**config.mk**
```make
export PLATFORM = sky130hd
export DESIGN_NAME = fir_mac_sequencer_flat
export DESIGN_NICKNAME = d
export VERILOG_FILES = /design/src/rtl/fir_ctrl_pkg.sv /design/src/rtl/fir_mac_sequencer_if.sv /design/src/rtl/go_sync_edge.sv /design/src/rtl/fir_mac_sequencer.sv /design/src/flat_wrapper.sv
export SDC_FILE = /design/constraint.sdc
export NUM_CORES = 1
export LEC_CHECK = 0
export BUFFER_PORTS_ARGS = -buffer_cell sky130_fd_sc_hd__clkbuf_2
export CORE_MARGIN = 3
export CORE_UTILIZATION = 45
export DETAILED_ROUTE_END_ITERATION = 12
export PLACE_DENSITY = 0.81
export SKIP_CTS_REPAIR_TIMING = 1
export SYNTH_ARGS = -nofsm -noshare
export SYNTH_HDL_FRONTEND = slang
export SYNTH_SLANG_ARGS = --single-unit
```
**constraint.sdc**
```tcl
create_clock -name clk -period 1.9 [get_ports clk]
set_input_delay 0.38 -clock clk [delete_from_list [all_inputs] [get_ports clk]]
set_output_delay 0.38 -clock clk [all_outputs]
set_load 0.02 [all_outputs]
```
**src/rtl/fir_ctrl_pkg.sv**
```systemverilog
// Shared control definitions for the FIR filter: sequencer states and
// default filter dimensions used by both the sequencer and the datapath.
package fir_ctrl_pkg;

    localparam int FIR_TAPS = 4;
    localparam int FIR_DW   = 8;

    typedef enum logic [2:0] {
        ST_IDLE,
        ST_SHIFT,
        ST_MAC,
        ST_DRAIN,
        ST_LOAD
    } fir_state_t;

endpackage

```
**src/rtl/fir_mac_sequencer_if.sv**
```systemverilog
// Board-input / datapath-control bundle of the FIR MAC sequencer.
// The slave side is the sequencer; the master side drives go/in and
// observes the datapath strobes.
interface fir_mac_sequencer_if
    import fir_ctrl_pkg::*;
#(
    parameter int AW = 2,
    parameter int DW = FIR_DW
) ();

    logic          go;
    logic [DW-1:0] in;
    logic [DW-1:0] sample;
    logic          shift_en;
    logic [AW-1:0] tap_addr;
    logic          mac_clr;
    logic          mac_en;
    logic          y_load;
    logic          busy;
    logic          done;
    logic          overrun;

    modport master (
        output go, in,
        input  sample, shift_en, tap_addr, mac_clr, mac_en,
               y_load, busy, done, overrun
    );

    modport slave (
        input  go, in,
        output sample, shift_en, tap_addr, mac_clr, mac_en,
               y_load, busy, done, overrun
    );

endinterface

```
**src/rtl/go_sync_edge.sv**
```systemverilog
// Two-flop synchroniser for an asynchronous button, followed by a third
// flop that turns each synchronised rising edge into a one-cycle pulse.
module go_sync_edge (
    input  logic clk,
    input  logic rst,
    input  logic i_async,
    output logic o_pulse
);

    logic r_meta;
    logic r_sync;
    logic r_prev;

    // Synchroniser chain plus delayed copy for edge detection
    always_ff @(posedge clk or negedge rst) begin
        if (!rst) begin
            r_meta <= 1'b0;
            r_sync <= 1'b0;
            r_prev <= 1'b0;
        end else begin
            r_meta <= i_async;
            r_sync <= r_meta;
            r_prev <= r_sync;
        end
    end

    assign o_pulse = r_sync & ~r_prev;

endmodule

```
**src/rtl/fir_mac_sequencer.sv**
```systemverilog
// Sequencer that time-shares one MAC datapath across all FIR taps:
// shift the captured sample in, run one MAC per tap, drain the multiplier
// register, then load the result. Go requests during a computation are
// dropped and flagged in the sticky overrun bit.
module fir_mac_sequencer
    import fir_ctrl_pkg::*;
#(
    parameter int TAPS = FIR_TAPS,
    parameter int AW   = 2,
    parameter int DW   = FIR_DW
) (
    input logic                 clk,
    input logic                 rst,
    fir_mac_sequencer_if.slave  bus
);

    localparam logic [AW-1:0] LAST_TAP = AW'(TAPS - 1);

    fir_state_t    r_state;
    logic [DW-1:0] r_sample;
    logic [AW-1:0] r_tap;
    logic          r_shift_en;
    logic          r_mac_clr;
    logic          r_mac_en;
    logic          r_y_load;
    logic          r_busy;
    logic          r_done;
    logic          r_overrun;
    logic          w_go_pulse;

    go_sync_edge u_go_sync (
        .clk     (clk),
        .rst     (rst),
        .i_async (bus.go),
        .o_pulse (w_go_pulse)
    );

    // FSM, tap counter and registered strobes; each output is set to the
    // value it must hold in the state being entered
    always_ff @(posedge clk or negedge rst) begin
        if (!rst) begin
            r_state    <= ST_IDLE;
            r_sample   <= '0;
            r_tap      <= '0;
            r_shift_en <= 1'b0;
            r_mac_clr  <= 1'b0;
            r_mac_en   <= 1'b0;
            r_y_load   <= 1'b0;
            r_busy     <= 1'b0;
            r_done     <= 1'b0;
            r_overrun  <= 1'b0;
        end else begin
            if (w_go_pulse && r_state != ST_IDLE) begin
                r_overrun <= 1'b1;
            end
            case (r_state)
                ST_IDLE: begin
                    r_tap <= '0;
                    if (w_go_pulse) begin
                        r_state    <= ST_SHIFT;
                        r_sample   <= bus.in;
                        r_overrun  <= 1'b0;
                        r_busy     <= 1'b1;
                        r_shift_en <= 1'b1;
                    end
                end
                ST_SHIFT: begin
                    r_state    <= ST_MAC;
                    r_shift_en <= 1'b0;
                    r_tap      <= '0;
                    r_mac_en   <= 1'b1;
                    r_mac_clr  <= 1'b1;
                end
                ST_MAC: begin
                    r_mac_clr <= 1'b0;
                    if (r_tap == LAST_TAP) begin
                        r_state  <= ST_DRAIN;
                        r_mac_en <= 1'b0;
                        r_tap    <= '0;
                    end else begin
                        r_tap <= r_tap + 1'b1;
                    end
                end
                ST_DRAIN: begin
                    r_state  <= ST_LOAD;
                    r_y_load <= 1'b1;
                    r_done   <= 1'b1;
                end
                ST_LOAD: begin
                    r_state  <= ST_IDLE;
                    r_y_load <= 1'b0;
                    r_done   <= 1'b0;
                    r_busy   <= 1'b0;
                end
                default: begin
                    r_state <= ST_IDLE;
                end
            endcase
        end
    end

    assign bus.sample   = r_sample;
    assign bus.shift_en = r_shift_en;
    assign bus.tap_addr = r_tap;
    assign bus.mac_clr  = r_mac_clr;
    assign bus.mac_en   = r_mac_en;
    assign bus.y_load   = r_y_load;
    assign bus.busy     = r_busy;
    assign bus.done     = r_done;
    assign bus.overrun  = r_overrun;

endmodule

```
**src/flat_wrapper.sv**
```systemverilog
// flat-port wrapper written by rule: the top's interface ports become plain ports
module fir_mac_sequencer_flat import fir_ctrl_pkg::*;
#(
    parameter int TAPS = FIR_TAPS,
    parameter int AW   = 2,
    parameter int DW   = FIR_DW
)
  (clk, rst, bus_go, bus_in, bus_sample, bus_shift_en, bus_tap_addr, bus_mac_clr, bus_mac_en, bus_y_load, bus_busy, bus_done, bus_overrun);
  fir_mac_sequencer_if #(.AW(AW), .DW(DW)) bus_i ();
  input logic clk;
  input logic rst;
  input wire logic [$bits(bus_i.go)-1:0] bus_go;
  input wire logic [$bits(bus_i.in)-1:0] bus_in;
  output wire logic [$bits(bus_i.sample)-1:0] bus_sample;
  output wire logic [$bits(bus_i.shift_en)-1:0] bus_shift_en;
  output wire logic [$bits(bus_i.tap_addr)-1:0] bus_tap_addr;
  output wire logic [$bits(bus_i.mac_clr)-1:0] bus_mac_clr;
  output wire logic [$bits(bus_i.mac_en)-1:0] bus_mac_en;
  output wire logic [$bits(bus_i.y_load)-1:0] bus_y_load;
  output wire logic [$bits(bus_i.busy)-1:0] bus_busy;
  output wire logic [$bits(bus_i.done)-1:0] bus_done;
  output wire logic [$bits(bus_i.overrun)-1:0] bus_overrun;
  assign bus_i.go = bus_go;
  assign bus_i.in = bus_in;
  assign bus_sample = bus_i.sample;
  assign bus_shift_en = bus_i.shift_en;
  assign bus_tap_addr = bus_i.tap_addr;
  assign bus_mac_clr = bus_i.mac_clr;
  assign bus_mac_en = bus_i.mac_en;
  assign bus_y_load = bus_i.y_load;
  assign bus_busy = bus_i.busy;
  assign bus_done = bus_i.done;
  assign bus_overrun = bus_i.overrun;
  fir_mac_sequencer #(.TAPS(TAPS), .AW(AW), .DW(DW)) u_core (.clk(clk), .rst(rst), .bus(bus_i));
endmodule
```
=== Word-level counts from Yosys, hierarchy flattened ===
Cells that the tools add are included.

* Register bits: 22
* Bits of input ports: 11
* Output and inout port bits: 17
* Logic and storage cells: 51

* Mux-type cells: 15
* Equality and inequality tests: 7
* Reduce and logical (&&, ||, !) cells: 14
* Add/subtract/negate cells: 1
* Bitwise logic cells: 2

{| class="wikitable"
|+ Operator list
! kind !! count
|-
| $pmux 3 s4 || 1
|-
| $pmux 1 s2 || 5
|-
| $reduce_and 2->1 || 5
|-
| $reduce_bool 2->1 || 5
|-
| $eq 3x2->1 const B || 2
|-
| $mux 3 || 2
|-
| $mux 1 || 5
|-
| $ne 2x1->1 const B || 2
|-
| $pmux 2 s2 || 1
|-
| $eq 3x1->1 const B || 1
|-
| $eq 3x3->1 const B || 1
|-
| $logic_not 3->1 || 1
|-
| $reduce_bool 3->1 || 1
|-
| $add 2x1->2 const B || 1
|-
| $eq 2x2->1 const B || 1
|-
| $mux 2 || 1
|-
| $reduce_or 2->1 || 1
|-
| $and 1x1->1 || 1
|-
| $logic_and 1x1->1 || 1
|-
| $not 1->1 || 1
|}

=== Logic depth before layout (Yosys ltp) ===
Gate-level depths: netlist of the first run.

* Depth in word-level cells: 6
* Gate-level depth with buffers: 4
* Gate-level depth less buffers: 4

=== Cells and area by module ===
A second synthesis of the first run with hierarchy kept.

* Cell total of the unflattened synthesis: 71
* Area, all modules: 887.1 sq um

{| class="wikitable"
|+ Modules (own cells, without submodules)
! module !! seq. area each (sq um) !! cells an instance !! area an instance (sq um) !! instances
|-
| fir_mac_sequencer || 475.5 || 67 || 798.3 || 1
|-
| go_sync_edge || 75.1 || 4 || 88.8 || 1
|}

=== Worst setup path after synthesis of the first run ===
Ideal clock, no wire load.

* Kind: reg-to-reg
* Start: register u_core.r_state[1]
* End: register u_core.r_sample[0], in the netlist u_core.bus.sample[0]
* Library setup time: 0.125 ns
* Arrival: 1.272 ns
* Period minus slack after synthesis: 1.397 ns
* Cell stages (with the launch flop): 5
* Path slack: 0.503 ns
* Required time: 1.775 ns
* Buffers on the path: 2
* Path through: dfrtp_1 buf_6 nor4_4 buf_6 mux2_4

* Word-level cells in the longest chain between the ends: 2

{| class="wikitable"
|+ RTL lines
! element !! RTL line !! source
|-
| from (decl) || fir_mac_sequencer.sv:19 || <nowiki>fir_state_t r_state;</nowiki>
|-
| from (signal assigned) || fir_mac_sequencer.sv:42 || <nowiki>r_state <= ST_IDLE;</nowiki>
|-
| from (signal assigned) || fir_mac_sequencer.sv:60 || <nowiki>r_state <= ST_SHIFT;</nowiki>
|-
| from (signal assigned) || fir_mac_sequencer.sv:68 || <nowiki>r_state <= ST_MAC;</nowiki>
|-
| $logic_not 3->1 || fir_mac_sequencer.sv:56 || <nowiki>case (r_state)</nowiki>
|-
| $reduce_and 2->1 (no line) || n/a ||
|-
| to (signal assigned) || fir_mac_sequencer.sv:61 || <nowiki>r_sample <= bus.in;</nowiki>
|-
| to (decl) || fir_mac_sequencer.sv:20 || <nowiki>logic [DW-1:0] r_sample;</nowiki>
|}

Every way passes these cells.
A chain may end at the register's enable or synchronous reset.

=== Final worst setup path of the first run ===
* Start: register u_core.r_state[2]
* End: register u_core.r_sample[3], in the netlist u_core.bus.sample[3]

Same word-level chain as after synthesis.

==> results of run 1 <==
==> cells by family after synthesis <==
| group | after synthesis | share of synthesized area [%] |
|---|---|---|
| and+or+nand+nor | 17 | 11.19 |
| xor gates and xnor gates | 1 | 0.9670 |
| muxes | 8 | 12.43 |
| adders and majority gates | 1 | 1.381 |
| buffers and inverters | 8 | 5.524 |
| DFF | 22 | 60.77 |
| AOI/OAI and AO/OA | 13 | 7.735 |
==> final timing paths <==
path | end | slack [ps] | cells after the start
max | u_core.bus.sample[3] | 310 | 3
min in group clk | u_core.u_go_sync.r_meta | 180 | 1
min reg2reg | u_core.u_go_sync.r_sync | 370 | 0
min | u_core.r_state[2] | 20 | 1
max reg2reg | u_core.bus.sample[3] | 310 | 3
max in group asynchronous | u_core.bus.tap_addr[1] | 1530 | 1
==> final cells by class <==
cell class / instances / share of cell area, %
clock buffer: 4 / 3.345
multi-input combinational: 40 / 28.14
timing repair buffer: 29 / 13.84
tap: 25 / 2.884
sequential: 22 / 50.75
inverter: 3 / 1.038
==> cells in the mapped netlist, drive strengths merged <==
| library cell | count |
|---|---|
| dfrtp | 22 |
| nor2 | 5 |
| o21ai | 5 |
| a21o | 1 |
| o21bai | 1 |
| ha | 1 |
| inv | 3 |
| mux2 | 8 |
| and3 | 1 |
| nor4 | 2 |
| nand3b | 1 |
| clkbuf | 1 |
| buf | 4 |
| nor3b | 1 |
| xnor2 | 1 |
| a21oi | 6 |
| nand2 | 4 |
| nand2b | 3 |
==> flip-flops by register name (all words and copies together), names as in the netlist, named ones only <==
register and count:
u_core.bus.tap_addr 2, u_core.r_state 3, u_core.bus.sample 8, u_core.bus.mac_clr 1, u_core.u_go_sync.r_sync 1, u_core.bus.busy 1, u_core.bus.mac_en 1, u_core.bus.shift_en 1
u_core.bus.y_load 1, u_core.u_go_sync.r_prev 1, u_core.u_go_sync.r_meta 1
==> per-layer routing <==
layer,share of wire (%),wire (microns)
met3,5.0,85
met2,52,873
met4,1.9,32
met1,41,702
met5,0,0
==> per-stage QoR <==
step | area, sq um | hold slack, ps | total power [mW] | std cells | utilization, %
2_1_floorplan | 905.9 | 84.41 | 1.360 | 70 | -
3_3_place_gp | 1049 | 332.6 | 1.550 | 119 | 57.59
3_5_place_dp | 1049 | 336.3 | 1.596 | 119 | 57.59
4_1_cts | 1085 | 34.15 | 1.852 | 123 | 59.59
5_1_grt | 1085 | 38.67 | 1.959 | 123 | 59.59
6_report | 1085 | 21.33 | 1.826 | 123 | 59.59
==> power by group <==
part	switching [mW]	total, mW	internal (mW)	leakage, nW
clock	0.138	0.255	0.117	0.0210
sequential	0.147	0.792	0.645	0.267
combinational	0.436	0.778	0.342	0.257
==> worst reg2reg max path, delay by kind of cell, from the launching register on <==
| family | cells | cell delay, ps |
|---|---|---|
| DFF | 1 | 520 |
| muxes | 1 | 320 |
| and+or+nand+nor | 1 | 380 |
| buffers and inverters | 1 | 260 |
==> layout by cell type (no fill, tap or decap), drive strengths merged, types with 2 or more instances in the layout <==
cell,count
nor4,2
a21oi,6
nand2b,3
o21ai,5
dfrtp,22
nand2,4
clkbuf,31
mux2,8
nor2,5
inv,3
buf,2
==> summary.md, run 1 <==
| Metric | Value |
|---|---|
| First-pass GRT wire length | `around 2800 microns` |
| Layout cells sized above 1 | `between 40 and 50%` |
| Tcrit/Tclk final | `83.46%` |
| Remaining global-route overflow | `0` |
| Synthesized net count | `82` |
| Worst slew pin tran | `~520 ps` |
| Routability cong. | `0.7797` |
| Slowest cell on the critical path | `dfrtp_1` |
| Die area | `2587 sq um` |
| Clk buf depth | `2` |
| Clock sink count | `22` |
| Peak VDD IR | `around 1200 uV` |
| Global routing's busiest layer | `met2` |
| RSZ-0062 raised after global routing | `no` |
| Syn Area/Cell | `12.94 sq um` |
| Worst r2r src | `u_core.r_state[2]` |
| PwrDens | `1683 nW/um^2` |
| CP Launch Type | `register` |
| Crit-path max cell delay | `520 ps` |
| Register area share after synthesis | `60.77%` |
| Number of I/O pins | `28` |
| Tot GR Track Use | `14.96%` |
| Synth Register Bits | `22` |
| Largest net degree at the start of global routing | `23` |
| Yosys warnings | `0` |
| Filler cell count | `~160` |
| Number of global-route vias before repair | `604` |
| GR Util met3 | `5.831%` |
| Kind of critical path | `reg2reg` |
| Seq. cell area | `550.5 sq um` |
| Setup slack after layout | `314.3 ps` |
| CP Max Fanout | `11` |
| Core Rows | `15` |
| Initial core utilization | `between 40% and 50%` |
| Status | `finished, final reports clean` |
| DRT Pass-1 Iters | `4` |
| Layout Nets | `111` |
| Via/cell ratio | `4.935` |
| Met1 Resource Use GR | `19.12%` |
| FMAX | `0.6306 GHz` |
| Final setup skew | `around 2.8 ps` |
| Diodes inserted | `0` |
| Width of the die | `50.87 microns` |
| Max-Cap Viols | `0` |
| Hold Path Class | `in2async` |
| Mapped cell area | `between 900 and 1000 sq um` |
| Core area | `1821 sq um` |
| Place WS | `317.9 ps` |
| CP Capture Type | `register` |
| WP data arrival | `between 1500 and 2000 ps` |
| Post-synth top area cell | `dfrtp_1` |
| Die H | `50.87 microns` |
| Final ANT Viol Nets | `0` |
| Final wirelength | `~1700 microns` |
| Root buf cell | `clkbuf_4` |
| Synth top area cells | `dfrtp_1 (61%), mux2_4 (9.9%), a21oi_1 (3.3%)` |
| Synth top area share | `between 60% and 70%` |
| Initial antenna violation count | `0` |
| Clk_lat worst skew | `300 ps` |
| Setup violations, final | `0` |
| Post-Synthesis Cells | `70` |
| CTS clk-pin slew, worst paths | `120 ps` |
| Area of the multi-input gates | `about 300 sq um` |
| Hold Vio Cnt, Final | `0` |
| Initial DRC Count | `12` |
| Synth-to-Final Area Change | `19.75%` |
| H-Tree Level Count | `1` |
| Max Transition Viols Final | `0` |
| Slew headroom | `65.59%` |
| CP delay by family, top | `flip-flops` |
| Minimum clock period | `1586 ps` |
| Drt drc | `0` |
| Routing usage on met2 | `23.26%` |
| Detailed-route via count | `607` |
| Routed WL per cell | `about 14 microns` |
| Detail Placement HPWL | `1300 microns` |
| PortBufs | `27` |
| Worst path bufs/invs | `1` |
| Origin of the worst setup path | `u_core.r_state[2]` |
| CTS tree | `done` |
| Post-route setup TNS | `0 ps` |
| Leakage dissipation | `about 0.54 nW` |
| Unique cell type count in the Yosys netlist | `22` |
| Data required time at the worst endpoint | `2100 ps` |
| Num CTS Buffers | `3` |
| Critical-path cell list | `nor4_4 -> buf_4 -> mux2_4` |
(Power assumes the default switching activity.)
==> run 2, diff against run 1 <==
==> constraint.sdc (replaced) <==
create_clock -name clk -period 1.6 [get_ports clk]
set_input_delay 0.32 -clock clk [delete_from_list [all_inputs] [get_ports clk]]
set_output_delay 0.32 -clock clk [all_outputs]
set_load 0.02 [all_outputs]
==> summary.md, run 2 (synthesis gave the netlist of run 1 again) <==
| Metric | Value |
|---|---|
| Status | `finished, final reports clean` |
| Slew headroom | `65.34%` |
| Setup slack after layout | `200.9 ps` |
| Place WS | `262.4 ps` |
| Max reg flops | `8` |
| CP Max Fanout | `6` |
| Clk buf depth | `2` |
| Initial core utilization | `49.76%` |
| FMAX | `0.7147 GHz` |
| WP data arrival | `1590 ps` |
| DRT Pass-1 Iters | `4` |
| Number of global-route vias before repair | `578` |
| Detail Placement HPWL | `1225 microns` |
| Synth-to-Final Area Change | `25.14%` |
| Die area | `2587 sq um` |
| Hold Vio Cnt, Final | `0` |
| Leakage dissipation | `around 0.57 nW` |
| Remaining global-route overflow | `0` |
| Commonest cells after routing, fill and taps aside | `clkbuf_2 (27), dfrtp_1 (22), a21oi_1 (6), mux2_4 (6)` |
| CTS clk-pin slew, worst paths | `130 ps` |
| Pwr Total | `2.308 mW` |
| Die H | `50.87 microns` |
| Drt drc | `0` |
| First-pass GRT wire length | `around 2700 microns` |
| Layout Nets | `115` |
| Setup violations, final | `0` |
| Width of the die | `50.87 microns` |
| Number of I/O pins | `28` |
| Routability cong. | `0.7064` |
| Util after Layout | `62.27%` |
| Worst slew pin tran | `between 500 and 600 ps` |
| Clock sink count | `22` |
| PwrDens | `around 2000 nW/um^2` |
| Tcrit/Tclk final | `between 80% and 90%` |
| Kind of critical path | `reg2reg` |
| Initial DRC Count | `5` |
| Hold Path Class | `in2reg` |
| Detailed-route via count | `approximately 600` |
| Data required time at the worst endpoint | `1790 ps` |
| Clk_lat worst skew | `approximately 310 ps` |
| Max-Cap Viols | `0` |
| Core area | `between 1500 and 2000 sq um` |
| Num CTS Buffers | `3` |
| Routed WL per cell | `approximately 13 microns` |
| Layout cells sized above 1 | `44.12%` |
| Final wirelength | `1618 microns` |
| Diodes inserted | `0` |
| Root buf cell | `clkbuf_4` |
| Filler cell count | `150` |
| CTS tree | `done` |
| PortBufs | `27` |
| RSZ-0062 raised after global routing | `no` |
| Tot GR Track Use | `14.03%` |
| Via/cell ratio | `4.787` |
| Final setup skew | `14.95 ps` |
| Max Transition Viols Final | `0` |
| Final ANT Viol Nets | `0` |
| Minimum clock period | `1399 ps` |
| Core Rows | `15` |
| Post-route setup TNS | `0 ps` |
| CP Launch Type | `register` |
| H-Tree Level Count | `1` |
| Largest net degree at the start of global routing | `23` |
| Commonest non-fill, non-tap cell in the layout | `clkbuf_2` |
| Initial antenna violation count | `0` |
| Peak VDD IR | `1143 uV` |
| CP Capture Type | `register` |
## run 2: worst paths after layout
path                                           end               startpoint  cells after the start  slack (ps)
max                           u_core.bus.sample[1]  u_core.u_go_sync.r_prev                      4         200
min                        u_core.u_go_sync.r_meta                   bus_go                      1         110
max reg2reg                   u_core.bus.sample[1]  u_core.u_go_sync.r_prev                      4         200
min reg2reg                u_core.u_go_sync.r_sync  u_core.u_go_sync.r_meta                      0         360
max in group asynchronous      u_core.bus.shift_en                      rst                      2         740
min in group asynchronous        u_core.r_state[2]                      rst                      2         500
## run 2: where the power goes
part	switching, mW	internal (mW)	total [mW]	leakage [nW]
clock network	0.162	0.253	0.415	0.0279
registers	0.153	0.767	0.920	0.267
logic	0.540	0.433	0.973	0.276
## run 2: through the flow
stage / instances / instance area (sq um) / hold WS, ps
floorplan: 70 / 905.9 / 24.41
global placement: 122 / 1071 / 312.2
global route: 127 / 1134 / 85.55
detailed placement: 122 / 1071 / 321.2
finish: 127 / 1134 / 107.0
CTS: 126 / 1124 / -25.95
## run 2: per-layer routing
metal / global-route usage [%] / up-vias / wire length (microns)
met5: 0 / - / 0
met4: 1.345 / 0 / 9
met3: 5.248 / 2 / 102
met2: 21.52 / 19 / 758
met1: 19.77 / 288 / 747
li1: - / 299 / -
## run 2: worst max-delay path, cell delays in order (launching register included)
cell and delay [ps]:
dfrtp_1 380, nand2b_1 200, nor4_4 170, buf_4 220
mux2_4 310
## run 2: cell type report
| cell class | instances | area, sq um | share of cell area (%) |
|---|---|---|---|
| Clock buffer | 3 | 22.52 | 1.987 |
| Clock inverter | 1 | 30.03 | 2.649 |
| Inverter | 3 | 11.26 | 0.9934 |
| Multi-Input combinational cell | 40 | 305.3 | 26.93 |
| Sequential cell | 22 | 550.5 | 48.57 |
| Tap cell | 25 | 31.28 | 2.759 |
| Timing Repair Buffer | 33 | 182.7 | 16.11 |
